**config.mk**
```make
export PLATFORM = sky130hd
export DESIGN_NAME = ctrl_seq
export DESIGN_NICKNAME = d
export VERILOG_FILES = /design/src/rtl/ctrl_pkg.sv /design/src/rtl/ctrl_seq.sv
export SDC_FILE = /design/constraint.sdc
export NUM_CORES = 1
export LEC_CHECK = 0
export CORE_MARGIN = 3
export CORE_UTILIZATION = 50
export CTS_BUF_LIST = sky130_fd_sc_hd__clkbuf_4 sky130_fd_sc_hd__clkbuf_8
export DETAILED_ROUTE_END_ITERATION = 10
export PLACE_DENSITY = 0.88
export SLEW_MARGIN = 20
export SYNTH_ARGS = -nofsm -noshare
export SYNTH_HDL_FRONTEND = slang
export SYNTH_SLANG_ARGS = --single-unit
```
**constraint.sdc**
```tcl
create_clock -name clk -period 2.3 [get_ports clk]
set_input_delay 0.345 -clock clk [delete_from_list [all_inputs] [get_ports clk]]
set_output_delay 0.345 -clock clk [all_outputs]
set_load 0.005 [all_outputs]
```
**src/rtl/ctrl_pkg.sv**
```systemverilog
// Shared constants for the 8-bit machine sequencer: widths, opcodes, FSM states.
package ctrl_pkg;

  localparam int DW = 8;
  localparam int AW = 4;

  localparam logic [3:0] OP_NOP  = 4'h0;
  localparam logic [3:0] OP_LDA  = 4'h1;
  localparam logic [3:0] OP_OUT  = 4'h4;
  localparam logic [3:0] OP_STA  = 4'h5;
  localparam logic [3:0] OP_ADD  = 4'h8;
  localparam logic [3:0] OP_SUB  = 4'h9;
  localparam logic [3:0] OP_JMP  = 4'hC;
  localparam logic [3:0] OP_OUTA = 4'hD;
  localparam logic [3:0] OP_JGT  = 4'hE;
  localparam logic [3:0] OP_HLT  = 4'hF;

  typedef enum logic [2:0] {
    IDLE,
    FETCH,
    IRWAIT,
    DECODE,
    EXEC,
    HALT
  } state_t;

  // Opcodes that need an EXEC cycle through the arithmetic unit.
  function automatic logic is_exec_op(input logic [3:0] op);
    return (op == OP_LDA) || (op == OP_OUT) || (op == OP_STA) ||
           (op == OP_OUTA) || (op == OP_ADD) || (op == OP_SUB);
  endfunction

endpackage

```
**src/rtl/ctrl_seq.sv**
```systemverilog
// Fetch/decode/execute sequencer: drives memory and the arithmetic unit,
// latches AU results into acc/gf_q/out_port and resolves jumps.
//
// state  | meaning
// IDLE   | parked between instructions, waiting for run
// FETCH  | mem_addr = pc
// IRWAIT | capture instruction word, pc += 1
// DECODE | mem_addr = operand address, resolve NOP/JMP/JGT/HLT
// EXEC   | AU enabled, result written to acc/out_port/memory
// HALT   | terminal until reset
module ctrl_seq
  import ctrl_pkg::*;
(
  input  logic          clk,
  input  logic          rst_n,
  input  logic          run,
  output logic [AW-1:0] mem_addr,
  input  logic [DW-1:0] mem_rdata,
  output logic [DW-1:0] mem_wdata,
  output logic          mem_we,
  output logic          au_en,
  output logic [3:0]    ac,
  output logic [DW-1:0] au_a,
  output logic [DW-1:0] au_b,
  input  logic [DW-1:0] au_t,
  input  logic          au_gf,
  output logic [DW-1:0] out_port,
  output logic          out_valid,
  output logic          halted
);

  state_t        state_q, state_d;
  logic [AW-1:0] pc_q;
  logic [DW-1:0] ir_q;
  logic [DW-1:0] acc_q;
  logic          gf_q;
  logic [DW-1:0] out_q;
  logic [3:0]    op;
  logic [AW-1:0] tgt;

  assign op       = ir_q[7:4];
  assign tgt      = ir_q[3:0];
  assign au_b     = acc_q;
  assign out_port = out_q;

  always_ff @(posedge clk or negedge rst_n) begin
    if (!rst_n) state_q <= IDLE;
    else        state_q <= state_d;
  end

  always_comb begin
    state_d   = state_q;
    mem_addr  = '0;
    mem_wdata = '0;
    mem_we    = 1'b0;
    au_en     = 1'b0;
    ac        = 4'h0;
    au_a      = '0;
    out_valid = 1'b0;
    halted    = 1'b0;
    case (state_q)
      IDLE: if (run) state_d = FETCH;
      FETCH: begin
        mem_addr = pc_q;
        state_d  = IRWAIT;
      end
      IRWAIT: state_d = DECODE;
      DECODE: begin
        mem_addr = tgt;
        if (op == OP_HLT)       state_d = HALT;
        else if (is_exec_op(op)) state_d = EXEC;
        else                     state_d = run ? FETCH : IDLE;
      end
      EXEC: begin
        mem_addr = tgt;
        au_en    = 1'b1;
        ac       = op;
        au_a     = ((op == OP_STA) || (op == OP_OUTA)) ? acc_q : mem_rdata;
        if (op == OP_STA) begin
          mem_we    = 1'b1;
          mem_wdata = au_t;
        end
        out_valid = (op == OP_OUT) || (op == OP_OUTA);
        state_d   = run ? FETCH : IDLE;
      end
      HALT: halted = 1'b1;
      default: state_d = IDLE;
    endcase
  end

  // A taken jump in DECODE overrides the increment done in IRWAIT.
  always_ff @(posedge clk or negedge rst_n) begin
    if (!rst_n) begin
      pc_q  <= '0;
      ir_q  <= '0;
      acc_q <= '0;
      gf_q  <= 1'b0;
      out_q <= '0;
    end else begin
      case (state_q)
        IRWAIT: begin
          ir_q <= mem_rdata;
          pc_q <= pc_q + 4'd1;
        end
        DECODE: begin
          if ((op == OP_JMP) || ((op == OP_JGT) && gf_q)) pc_q <= tgt;
        end
        EXEC: begin
          if ((op == OP_LDA) || (op == OP_ADD) || (op == OP_SUB)) acc_q <= au_t;
          if (op == OP_SUB) gf_q <= au_gf;
          if ((op == OP_OUT) || (op == OP_OUTA)) out_q <= au_t;
        end
        default: ;
      endcase
    end
  end

endmodule
```
# After elaboration in Yosys (flattened, before gate mapping)

Index checks and enable logic that the tools add are counted.

Logic and storage cells: 61
Memories: 0
Bits in writable memories: 0
Bits of input ports: 20
Register bits after elaboration: 32
Bits in read-only memories: 0
Bits in latches: 0

Multiplexer cells: 18
Shift-type cells: 0
$lt $le $gt $ge: 0
Eq/ne operators: 16
Div/mod/pow operators: 0
Bitwise gates (word level): 1
$mul: 0
$add $sub $neg: 1
Reduce and logical (&&, ||, !) cells: 19

Operator list:

| kind                                          | count |
|---|---|
| 2-to-1 mux 8 bit                              | 4 |
| == test 4 bit, second input constant          | 6 |
| case mux 3 bit (6 select lines)               | 1 |
| case mux 4 bit (2 select lines)               | 2 |
| logical OR 1 bit                              | 10 |
| AND reduction 2 bit                           | 5 |
| 2-to-1 mux 3 bit                              | 3 |
| == test 4 x 3 -> 1 bit, second input constant | 2 |
| 2-to-1 mux 4 bit                              | 2 |
| == test 3 x 2 -> 1 bit, second input constant | 2 |
| == test 3 bit, second input constant          | 2 |
| 2-to-1 mux 1 bit                              | 6 |
| adder 4 x 1 -> 4 bit, second input constant   | 1 |
| == test 4 x 1 -> 1 bit, second input constant | 1 |
| != test 2 bit, second input constant          | 2 |
| == test 3 x 1 -> 1 bit, second input constant | 1 |
| logical NOT 3 bit                             | 1 |
| nonzero test 2 bit                            | 1 |
| OR reduction 2 bit                            | 1 |
| logical AND 1 bit                             | 1 |
| NOT 1 bit                                     | 1 |

# Depth between registers and ports, before layout

Depth after elaboration: 9
Mapped depth: 8

# Least setup slack after synthesis

OpenSTA, ideal clock, no wires.

Path type: register -> output
From: register state_q[0]
To: output mem_wdata[0]
Buffers on the path: 1
Data required time: 1.955 ns
Stages on the path, launching flop included: 5
Arrival time: 1.293 ns
Slack: 0.662 ns
Cells stage by stage: dfrtp_1 > buf_2 > nand3b_2 > nor3b_2 > and2_1

Word-level cells in the longest chain between the ends: 2

RTL lines:

| element                | line           | text |
|---|---|---|
| from (decl)            | ctrl_seq.sv:32 | `state_t state_q, state_d;` |
| from (signal assigned) | ctrl_seq.sv:48 | `else state_q <= state_d;` |
| == test 3 bit          | ctrl_seq.sv:61 | `case (state_q)` |
| 2-to-1 mux 8 bit       | ctrl_seq.sv:61 |  |
| to (decl)              | ctrl_seq.sv:19 | `output logic [DW-1:0] mem_wdata,` |

No other way between the ends.

# Worst setup path after layout

From: register ir_q[5]
To: output au_a[3]

Word-level cells in the longest chain between the ends: 4
Elaborated cells on any way between the ends: 5
Those cells by class: 2 x eq/ne; 2 x mux; 1 x reduce/logical

RTL lines:

| element                                                        | line            | text |
|---|---|---|
| from (decl)                                                    | ctrl_seq.sv:34  | `logic [DW-1:0] ir_q;` |
| from (signal assigned)                                         | ctrl_seq.sv:102 | `ir_q <= mem_rdata;` |
| == test 4 x 3 -> 1 bit / == test 4 bit (equally long branches) | ctrl_seq.sv:78  | `au_a = ((op == OP_STA) \|\| (op == OP_OUTA)) ? acc_q : mem_rdata;` |
| logical OR 1 bit *                                             | ctrl_seq.sv:78  |  |
| 2-to-1 mux 8 bit *                                             | ctrl_seq.sv:78  |  |
| 2-to-1 mux 8 bit *                                             | ctrl_seq.sv:61  |  |
| to (decl)                                                      | ctrl_seq.sv:23  | `output logic [DW-1:0] au_a,` |

Mark *: on every way between the ends. The rest lies on a longest branch, timed or not.

==> results.toml <==
[status]
outcome = "finished, final reports clean"

[floorplanning]
num_rows = 21
start_util_pct = 53.0
core_area_sq_um = 3420
io_pins = 64
die_area_sq_um = 4380
die_height_um = 66.2
fp.dieW_um = 66.2

[sta]
max_freq_mhz = 440
slew_violations = 0
relSlewSlack_pct = 62.2
hold_viol = 0
setup_viol = 0
rsz0062_at_grt = "true"
clock_skew_ns = 0.00644
min_period_over_period_pct = 98.8
min_period_ns = 2.27
timing.final.ws_setup_ns = 0.0268
tightest_slew_ns = 0.566

[global_route]
grt_pass1_wl_um = 8760
grtUsageMet2_pct = 42.8
grt_antenna_before_repair = 0
grt_usage_pct = 26.8
met1_usage_pct = 32.1
gr-total-overflow = 0
grt_max_degree = 33
grt_busiest_layer = "met2"
use_met3_pct = 8.67
grt_pass1_vias = 1720

[place]
io_buffers = 63
dp_slack_ns = 0.238
dpl-instance-area_sq_um = 2520
gp_congestion = 0.863
dp_hpwl_um = 3570

[synthesis]
synthArstFlopShare_pct = 100
synth_warnings = 0
syn_nets = 195
synth_area_leader_cell = "dfrtp_1"
syn_avg_cell_area_sq_um = 10.4
synth_seq_cells = 32
syn_inst = 174
yosys.area.top_type_share_pct = 44.2
netlist_area_sq_um = 1810
synth_simple_gate_area_share_pct = 22.0
synth-compound-area-share_pct = 9.19
yosys.area_share.adder_pct = 0.691
yosys-top-cells-area = "dfrtp_1 (44%), mux2_2 (16%), and2_1 (4.1%)"
synth.distinct_cells = 42
yosys-mux-area-fraction_pct = 18.3
yosys_most_used_dff = "dfrtp_1"
synth_edf_count = 0
synth_seq_area_share_pct = 44.2
synthXorXnorAreaFrac_pct = 0.968
synth_top_family_by_area = "simple AND/OR/NAND/NOR gates"

[clock_network]
cts_buffer_depth = 2
cts.sinks = 32
numCtsBuffers = 5
root_buffer = "clkbuf_4"
insertion_delay_ns = 0.33
clock_tree.htree_level_count = 2
cts_tree = "built"
path_clk_slew_ns = 0.11

[final_layout]
fillers = 203
fin_nets = 273
syn2layout_area_growth_pct = 48.0
final_area_sq_um = 2680
drive_above_1_share_pct = 28.1
antennaDiodeCount = 0

[job]
cap_violations = 0

[setup_path]
cp_max_fo = 5
setup.worst_path.end_class = "output port"
crit_required_ns = 1.96
setup.worst_path.start = "ir_q[5]"
cp.arrival_ns = 1.93
critPathLaunchType = "flop"
timing.rr.start = "state_q[1]"
crit_type = "flop to output port"

[drt]
drc_errors = 0
ant_nets = 0
vias = 1698
routed_wl_um = 5520
dr.first_iter.drc_count = 115
wire_per_inst_um = 18.5
avgViaCountPerCell = 5.68
drt_first_pass_iters = 4

[power]
ir_worst_vdd_uv = 743
p_leak_nw = 1.29
power_density_nw_per_um2 = 1220

[hold_path]
worstHoldPathType = "input port to asynchronous set/reset pin"
==> worst max-delay path, cell delays in order, from the launching register on <==
cell and delay, ns:
dfrtp_1 0.43, nor2b_4 0.20, buf_4 0.18, nand3_1 0.10, a21oi_2 0.16, clkdlybuf4s50_1 0.53
==> synthesized netlist by cell type (2+ instances only) <==
master / count
nand2_1: 17
nand2b_1: 4
buf_6: 2
nor2b_1: 3
o21ai_0: 4
dfrtp_1: 32
nand3_1: 11
mux2_2: 25
nor2_1: 4
buf_2: 5
nand3b_1: 3
a311oi_1: 2
and2_1: 12
a21oi_1: 11
mux2i_1: 5
or2_2: 2
clkbuf_1: 2
nor3b_1: 3
o211ai_1: 2
inv_1: 3
==> report_power, final <==
group          switching [mW]  total, mW  internal (mW)
logic                   0.781       1.79           1.01
registers               0.288       1.12          0.832
clock network           0.204      0.365          0.162
==> state kept, by name, indices dropped and copies added, names as in the netlist <==
signal and cells:
au_b 8, ir_q 8, out_port 8, pc_q 4
state_q 3, gf_q 1
==> worst paths after layout <==
kind	slack (ns)	depth (start not counted)	endpoint
setup / recovery	0.03	5	au_a[3]
hold / removal	0.41	2	state_q[0]
setup reg to reg	0.51	6	out_port[2]
hold reg to reg	0.52	1	out_port[3]
max in group asynchronous	1.56	2	ir_q[6]
min in group clk	0.52	1	out_port[3]
==> timing repair <==
item                                    CTS  global route
resized for setup                        20            16
buffers inserted                          6             1
hold buffers                              0             0
endpoints found under the setup margin   24            22
cloned                                    1             0
pin swaps                                 1             1
==> metrics by stage <==
step	setup TNS [ns]	util (%)	total power [mW]	cells	hold slack [ns]
finish	0	78.4	3.28	299	0.412
global route	-0.0621	78.4	3.49	299	0.434
global placement	0	73.9	2.71	284	0.489
floorplan	0	-	2.03	174	0.0494
CTS	0	78.2	3.22	299	0.428
detailed placement	0	73.9	2.77	284	0.497
==> cells by family (layout without fill, tap and decap cells) <==
| group | after synthesis | in the layout |
|---|---|---|
| xor gates and xnor gates | 2 | 2 |
| muxes | 30 | 30 |
| buffers and inverters | 15 | 94 |
| DFF | 32 | 32 |
| adders and majority gates | 1 | 1 |
| AOI/OAI and AO/OA | 26 | 26 |
| and+or+nand+nor | 68 | 68 |
==> final cells by class <==
cell class	instances	area, sq um	share of cell area [%]
clock buffer	7	58.8	2.20
clock inverter	1	7.51	0.280
sequential	32	802	29.9
timing repair buffer	82	771	28.8
tap	46	57.6	2.15
inverter	4	20.0	0.747
multi-input combinational	127	962	35.9
==> cell usage in the layout, fill, tap and decap left out, types with 4 or more instances in the layout <==
cell type        count
clkdlybuf4s50_1     49
dlygate4sd2_1        4
mux2i_1              5
and2_1              12
a21oi_1             10
clkbuf_4             6
o21ai_0              4
dfrtp_1             31
dlymetal6s2s_1       6
nor2_1               4
mux2_2              25
nand3_1             11
buf_4               17
nand2_1             16
==> per-layer routing <==
metal  routed length [um]  share of wire, %
met1                 2130                39
met2                 2670                48
met3                  501               9.1
met4                  213               3.9
met5                    0                 0
(Power assumes the default switching activity.)
